`src/rtl/multicycle_controller.sv`:
```
// -----------------------------------------------------------------------------
// multicycle_controller
//
// Multi-cycle control FSM for the RISC-V core. Each instruction is walked
// through fetch / decode / execute / memory / writeback over several clocks so
// the ALU, the shared instruction/data memory port and the register file are
// reused within one instruction. Memory requests wait on i_mem_ready, a
// watchdog traps a request that never completes, and unsupported instructions
// raise a one-cycle o_illegal pulse in DECODE.
//
// Optional feature macro: BRANCH_EXT_EN
//   defined   : branch funct3 000 (beq, taken on zero) and 001 (bne, taken on
//               non-zero) are legal; other branch funct3 values are illegal.
//   undefined : only funct3 000 (beq) is a legal branch.
//
// Parameters
//   ALUCTRL_W       width of o_alucrtl (3-bit codes zero-extended)
//   TIMEOUT_CYCLES  wait cycles on one memory request before FAULT; 0 disables
//
// Ports
//   i_clk, i_rst         clock, synchronous active-high reset
//   i_op, i_funct3,
//   i_funct7b5           instruction fields from the instruction register
//   i_zero               ALU zero flag
//   i_mem_ready          memory completes the current request this cycle
//   o_mem_req/o_memwrite memory request strobe and its write qualifier
//   o_adrsrc             memory address select (0 PC, 1 ALUOut)
//   o_irwrite, o_pcwrite,
//   o_regwrite           register load enables
//   o_resultsrc, o_alusrca, o_alusrcb, o_immsrc, o_alucrtl
//                        datapath mux selects and ALU operation
//   o_illegal            one-cycle pulse on an unsupported instruction
//   o_fault              watchdog fault, held until reset
//   o_state              current state encoding (debug)
// -----------------------------------------------------------------------------
module multicycle_controller #(
  parameter int ALUCTRL_W      = 3,
  parameter int TIMEOUT_CYCLES = 255
) (
  input  logic                 i_clk,
  input  logic                 i_rst,
  input  logic [6:0]           i_op,
  input  logic [2:0]           i_funct3,
  input  logic                 i_funct7b5,
  input  logic                 i_zero,
  input  logic                 i_mem_ready,
  output logic                 o_mem_req,
  output logic                 o_memwrite,
  output logic                 o_adrsrc,
  output logic                 o_irwrite,
  output logic                 o_pcwrite,
  output logic                 o_regwrite,
  output logic [1:0]           o_resultsrc,
  output logic [1:0]           o_alusrca,
  output logic [1:0]           o_alusrcb,
  output logic [1:0]           o_immsrc,
  output logic [ALUCTRL_W-1:0] o_alucrtl,
  output logic                 o_illegal,
  output logic                 o_fault,
  output logic [3:0]           o_state
);

  typedef enum logic [3:0] {
    S_FETCH    = 4'd0,
    S_DECODE   = 4'd1,
    S_MEMADR   = 4'd2,
    S_MEMREAD  = 4'd3,
    S_MEMWB    = 4'd4,
    S_MEMWRITE = 4'd5,
    S_EXECR    = 4'd6,
    S_EXECI    = 4'd7,
    S_ALUWB    = 4'd8,
    S_JAL      = 4'd9,
    S_BEQ      = 4'd10,
    S_FAULT    = 4'd11
  } state_t;

  localparam logic [6:0] OP_LW  = 7'b0000011;
  localparam logic [6:0] OP_SW  = 7'b0100011;
  localparam logic [6:0] OP_R   = 7'b0110011;
  localparam logic [6:0] OP_I   = 7'b0010011;
  localparam logic [6:0] OP_JAL = 7'b1101111;
  localparam logic [6:0] OP_BR  = 7'b1100011;

  // The counter only has to hold values up to TIMEOUT_CYCLES-1.
  localparam int CNT_W = (TIMEOUT_CYCLES > 1) ? $clog2(TIMEOUT_CYCLES) : 1;

  state_t           state, next_state;
  logic [CNT_W-1:0] wait_cnt, wait_cnt_next;
  logic             req_state;
  logic             timeout_hit;
  logic             branch_legal;
  logic             branch_taken;

  // ALU operation: aluop 00 add, 01 sub, 10 decode from funct fields.
  function automatic logic [2:0] alu_decode(input logic [1:0] aluop,
                                            input logic [2:0] funct3,
                                            input logic       sub_bit);
    logic [2:0] ctrl;
    ctrl = 3'b000;
    case (aluop)
      2'b01:   ctrl = 3'b001;
      2'b10: begin
        case (funct3)
          3'b000:  ctrl = sub_bit ? 3'b001 : 3'b000;
          3'b010:  ctrl = 3'b101;
          3'b110:  ctrl = 3'b011;
          3'b111:  ctrl = 3'b010;
          default: ctrl = 3'b000;
        endcase
      end
      default: ctrl = 3'b000;
    endcase
    return ctrl;
  endfunction

`ifdef BRANCH_EXT_EN
  assign branch_legal = (i_funct3 == 3'b000) || (i_funct3 == 3'b001);
  assign branch_taken = i_funct3[0] ? !i_zero : i_zero;
`else
  assign branch_legal = (i_funct3 == 3'b000);
  assign branch_taken = i_zero;
`endif

  assign req_state = (state == S_FETCH) || (state == S_MEMREAD) ||
                     (state == S_MEMWRITE);

  // Ready takes priority: a request completing on the last allowed cycle is
  // not a timeout.
  assign timeout_hit = (TIMEOUT_CYCLES != 0) && req_state && !i_mem_ready &&
                       (wait_cnt == CNT_W'(TIMEOUT_CYCLES - 1));

  // State register and watchdog counter.
  // NOTE: sequential state uses non-blocking assignments so every register
  // samples the pre-edge values regardless of statement order.
  always_ff @(posedge i_clk) begin
    if (i_rst) begin
      state    <= S_FETCH;
      wait_cnt <= '0;
    end else begin
      state    <= next_state;
      wait_cnt <= wait_cnt_next;
    end
  end

  // Next-state logic.
  // NOTE: every signal written here gets a default first so no path leaves it
  // unassigned, which would otherwise infer a latch.
  always_comb begin
    next_state    = state;
    wait_cnt_next = '0;
    if (TIMEOUT_CYCLES != 0 && req_state && !i_mem_ready && !timeout_hit)
      wait_cnt_next = wait_cnt + 1'b1;

    case (state)
      S_FETCH: begin
        if (i_mem_ready)      next_state = S_DECODE;
        else if (timeout_hit) next_state = S_FAULT;
      end
      S_DECODE: begin
        case (i_op)
          OP_LW, OP_SW: next_state = S_MEMADR;
          OP_R:         next_state = S_EXECR;
          OP_I:         next_state = S_EXECI;
          OP_JAL:       next_state = S_JAL;
          OP_BR:        next_state = branch_legal ? S_BEQ : S_FETCH;
          default:      next_state = S_FETCH;
        endcase
      end
      S_MEMADR:   next_state = (i_op == OP_LW) ? S_MEMREAD : S_MEMWRITE;
      S_MEMREAD: begin
        if (i_mem_ready)      next_state = S_MEMWB;
        else if (timeout_hit) next_state = S_FAULT;
      end
      S_MEMWB:    next_state = S_FETCH;
      S_MEMWRITE: begin
        if (i_mem_ready)      next_state = S_FETCH;
        else if (timeout_hit) next_state = S_FAULT;
      end
      S_EXECR, S_EXECI: next_state = S_ALUWB;
      S_ALUWB:    next_state = S_FETCH;
      S_JAL:      next_state = S_ALUWB;
      S_BEQ:      next_state = S_FETCH;
      S_FAULT:    next_state = S_FAULT;
      default:    next_state = S_FETCH;
    endcase
  end

  // Output logic. Everything is forced low while reset is asserted so an
  // abandoned instruction cannot issue a strobe in the reset cycle.
  always_comb begin
    logic [1:0] aluop;
    aluop       = 2'b00;
    o_mem_req   = 1'b0;
    o_memwrite  = 1'b0;
    o_adrsrc    = 1'b0;
    o_irwrite   = 1'b0;
    o_pcwrite   = 1'b0;
    o_regwrite  = 1'b0;
    o_resultsrc = 2'b00;
    o_alusrca   = 2'b00;
    o_alusrcb   = 2'b00;
    o_immsrc    = 2'b00;
    o_illegal   = 1'b0;
    o_fault     = 1'b0;
    o_state     = 4'd0;

    if (!i_rst) begin
      o_state = state;

      case (i_op)
        OP_SW:   o_immsrc = 2'b01;
        OP_BR:   o_immsrc = 2'b10;
        OP_JAL:  o_immsrc = 2'b11;
        default: o_immsrc = 2'b00;
      endcase

      case (state)
        S_FETCH: begin
          o_mem_req   = 1'b1;
          o_alusrcb   = 2'b10;
          o_resultsrc = 2'b10;
          o_irwrite   = i_mem_ready;
          o_pcwrite   = i_mem_ready;
        end
        S_DECODE: begin
          o_alusrca = 2'b01;
          o_alusrcb = 2'b01;
          case (i_op)
            OP_LW, OP_SW, OP_R, OP_I, OP_JAL: o_illegal = 1'b0;
            OP_BR:   o_illegal = !branch_legal;
            default: o_illegal = 1'b1;
          endcase
        end
        S_MEMADR: begin
          o_alusrca = 2'b10;
          o_alusrcb = 2'b01;
        end
        S_MEMREAD: begin
          o_mem_req = 1'b1;
          o_adrsrc  = 1'b1;
        end
        S_MEMWB: begin
          o_resultsrc = 2'b01;
          o_regwrite  = 1'b1;
        end
        S_MEMWRITE: begin
          o_mem_req  = 1'b1;
          o_memwrite = 1'b1;
          o_adrsrc   = 1'b1;
        end
        S_EXECR: begin
          o_alusrca = 2'b10;
          aluop     = 2'b10;
        end
        S_EXECI: begin
          o_alusrca = 2'b10;
          o_alusrcb = 2'b01;
          aluop     = 2'b10;
        end
        S_ALUWB: o_regwrite = 1'b1;
        S_JAL: begin
          o_alusrca = 2'b01;
          o_alusrcb = 2'b10;
          o_pcwrite = 1'b1;
        end
        S_BEQ: begin
          o_alusrca = 2'b10;
          aluop     = 2'b01;
          o_pcwrite = branch_taken;
        end
        S_FAULT: o_fault = 1'b1;
        default: ;
      endcase
    end

    // funct7b5 selects sub only for R-type (op[5] set); addi ignores it.
    o_alucrtl = ALUCTRL_W'(alu_decode(aluop, i_funct3, i_op[5] & i_funct7b5));
  end

endmodule
```
`config.mk`:
```
export PLATFORM = sky130hd
export DESIGN_NAME = multicycle_controller
export DESIGN_NICKNAME = d
export VERILOG_FILES = /design/src/rtl/multicycle_controller.sv
export SDC_FILE = /design/constraint.sdc
export NUM_CORES = 1
export LEC_CHECK = 0
export CAP_MARGIN = 10
export CELL_PAD_IN_SITES_DETAIL_PLACEMENT = 1
export CELL_PAD_IN_SITES_GLOBAL_PLACEMENT = 2
export CORE_ASPECT_RATIO = 1.1
export CORE_MARGIN = 2
export CORE_UTILIZATION = 26
export CTS_BUF_LIST = sky130_fd_sc_hd__clkbuf_2
export DETAILED_ROUTE_END_ITERATION = 16
export GPL_ROUTABILITY_DRIVEN = 0
export HOLD_SLACK_MARGIN = 0.12
export PLACE_DENSITY_LB_ADDON = 0.1
export SLEW_MARGIN = 20
export SYNTH_ARGS = -nofsm -noshare
export SYNTH_HDL_FRONTEND = slang
export SYNTH_SLANG_ARGS = --single-unit
```
`constraint.sdc`:
```
create_clock -name i_clk -period 4.8 [get_ports i_clk]
set_input_delay 0.96 -clock i_clk [delete_from_list [all_inputs] [get_ports i_clk]]
set_output_delay 0.96 -clock i_clk [all_outputs]
set_load 0.01 [all_outputs]
```
==> results_dict.tcl <==
set metrics [dict create \
    status "completed" \
    die_w_um 64.9 \
    vdd_drop_max_v 0.000121 \
    ys_top_cells_by_area "dfxtp_1, nor2_1, xor2_1" \
    fin_nets 202 \
    syn-num-nets 167 \
    htree_num_levels 1 \
    cp_max_fo 4 \
    slowest_delay_ps 580 \
    yosysTopAreaCell "dfxtp_1" \
    yosys.cell_count.top_type "nor2_1" \
    worstReg2RegStart "state[2]" \
    yosysWarnings 0 \
    insertion_delay_ps 280 \
    combPwrFrac_pct 26.5 \
    layout.cells.non_filler 234 \
    portBuffers 37 \
    drt_first_pass_iters 4 \
    path_clk_slew_ps 140 \
    synth_edf_count 0 \
    post_cts_resized 0 \
    post-cts-setup-buffer-count 0 \
    hp-class "reg -> reg" \
    swShare_pct 32.2 \
    initial_utilization_pct 27.0 \
    crit_required_ps 3840 \
    wl_per_cell_um 15.2 \
    grt_max_degree 22 \
    antenna_found_initial 0 \
    p_seq_share_pct 48.3 \
    finalCritPeriodShare_pct 87.1 \
    rows 24 \
    vias 1235 \
    fin_hold_ws_ps 528 \
    grt_pass1_vias 1268 \
    ys_seq_area_share_pct 22.6 \
    ys_seq_elements 12 \
    cp_slowest_cell "clkdlybuf4s50_1" \
    power_w 0.000220 \
    cts.sinks 12 \
    placedCellCount 230 \
    cts_inserted_buffers 3 \
    reg2regPathDepth 4 \
    die-area_um2 4610 \
    ys_async_sr_fraction_pct 0 \
    critical_path_class "in -> out" \
    hp-start "wait_cnt[0]" \
    crit_top_cell "clkdlybuf4s50_1" \
    syn_area_per_cell_um2 7.17 \
    coreArea_um2 3930 \
    max_freq_mhz 239 \
    hold_buffers 0 \
    grt_pass1_wl_um 5960 \
    r2r-end "state[0]" \
    start_kind "input port" \
    slew_violations 0 \
    min_to "wait_cnt[0]" \
    power_density_nw_per_um2 148 \
    antenna_left 0 \
    drt_iter0_markers 55 \
    wirelength_um 3550 \
    synthCells 148 \
    diodes 0 \
    setup_viol 0 \
    die_h_um 71 \
    synth_ff_type "dfxtp_1" \
    arrival_ps 3220 \
    post-route-min-period_ps 4180 \
    leakage_nw 0.504 \
    cts_tree "done" \
    clock_skew_ps 15.7 \
    synth_top_area_share_pct 22.6 \
    fill_cells 498 \
    crit_chain "clkdlybuf4s50_1, nor2_2, nand2_1, or3_1, ha_1, nor4_1, clkdlybuf4s50_1" \
    crit_family "buffers and inverters" \
    final.setup.tns_ps 0 \
    track_usage_pct 16.3 \
    power.switching_w 0.0000709 \
    worst_slew_margin_rel_pct 51.8 \
    overflow 0 \
    tightest_slew_ps 722 \
    vias_per_cell 5.28 \
    hold_viol_final 0 \
    syn_area_um2 1060 \
    synth_common_cells "nor2_1, nand2_1, dfxtp_1" \
    finalCoreUtilization_pct 37.8 \
    dpl.hpwl_um 2760 \
    p_clk_share_pct 25.2 \
    rsz0062_at_grt "false" \
    drive_gt1_share_pct 5.49 \
    cts_buffer_depth 2 \
    worstSetupEndpointType "output port" \
    p_int_w 0.000149 \
    critPathBufInv 2 \
    drc 0 \
    r2r_setup_slack_ps 2900 \
    pin_count 38 \
    syn_to_final_growth_pct 40.1 \
    cts_root_buffer "clkbuf_2" \
    ys_types 43 \
    whs_path_depth 1 \
    cap_violations 0 \
]
==> layer usage <==
layer  global-route usage [%]  routed length, µm
met5                        0                  0
met4                     5.67                 19
met3                     1.43                 92
met2                     31.4               1970
met1                     18.4               1470
==> power groups by stage <==
stage                     sequential [W]  combinational (W)  clock (W)
final                           0.000106          0.0000584  0.0000555
after global routing            0.000107          0.0000644  0.0000662
after CTS                       0.000106          0.0000592  0.0000587
after detailed placement        0.000109          0.0000589          0
after global placement          0.000108          0.0000573          0
after floorplan                 0.000105          0.0000293          0
==> per-stage QoR <==
stage	cell area [µm²]	setup WS [ps]
floorplan	1060	1490
global placement	1470	642
detailed placement	1470	605
CTS	1490	595
global route	1490	472
finish	1490	621
==> cells in the final DEF, fill, tap and decap left out, drive strengths merged, types with 5 or more instances in the layout <==
cell,instances
dfxtp,12
nor2,25
inv,5
nor2b,5
nand2,13
nand3,8
nor3,9
xor2,6
a21oi,8
clkdlybuf4s50,37
==> sequential cells by signal, indices dropped and copies added (netlist names) <==
name / flops
wait_cnt: 8
state: 4
==> layout make-up <==
class                           count  area [µm²]  share of cell area [%]
Sequential cell                    12         240                    16.2
Multi-Input combinational cell    123         766                    51.5
Tap cell                           52        65.1                    4.38
Clock inverter                      1        3.75                   0.253
Clock buffer                        3        15.0                    1.01
Inverter                            5        18.8                    1.26
Timing Repair Buffer               38         378                    25.4
==> how the worst max path moves through the flow <==
stage	start	to	slack [ps]	cells after the start
after floorplan	i_rst	o_alucrtl[2]	1490	5
after global placement	i_rst	o_alucrtl[2]	640	7
after detailed placement	i_rst	o_alucrtl[2]	610	7
after CTS	i_rst	o_alucrtl[2]	600	7
after global routing	i_rst	o_alucrtl[2]	470	7
final	i_rst	o_alucrtl[2]	620	7
==> kinds of logic (layout without fill, tap and decap cells) <==
family | Yosys count | count (layout) | synth area share, %
XOR/XNOR | 7 | 7 | 5.78
buffers and inverters | 13 | 47 | 5.19
adder cells (fa/ha/maj) | 4 | 4 | 4.72
AO/OA/AOI/OAI | 28 | 28 | 18.9
flip-flops | 12 | 12 | 22.6
AND/OR/NAND/NOR | 84 | 84 | 42.8
Power figures use the tool's default switching activity.
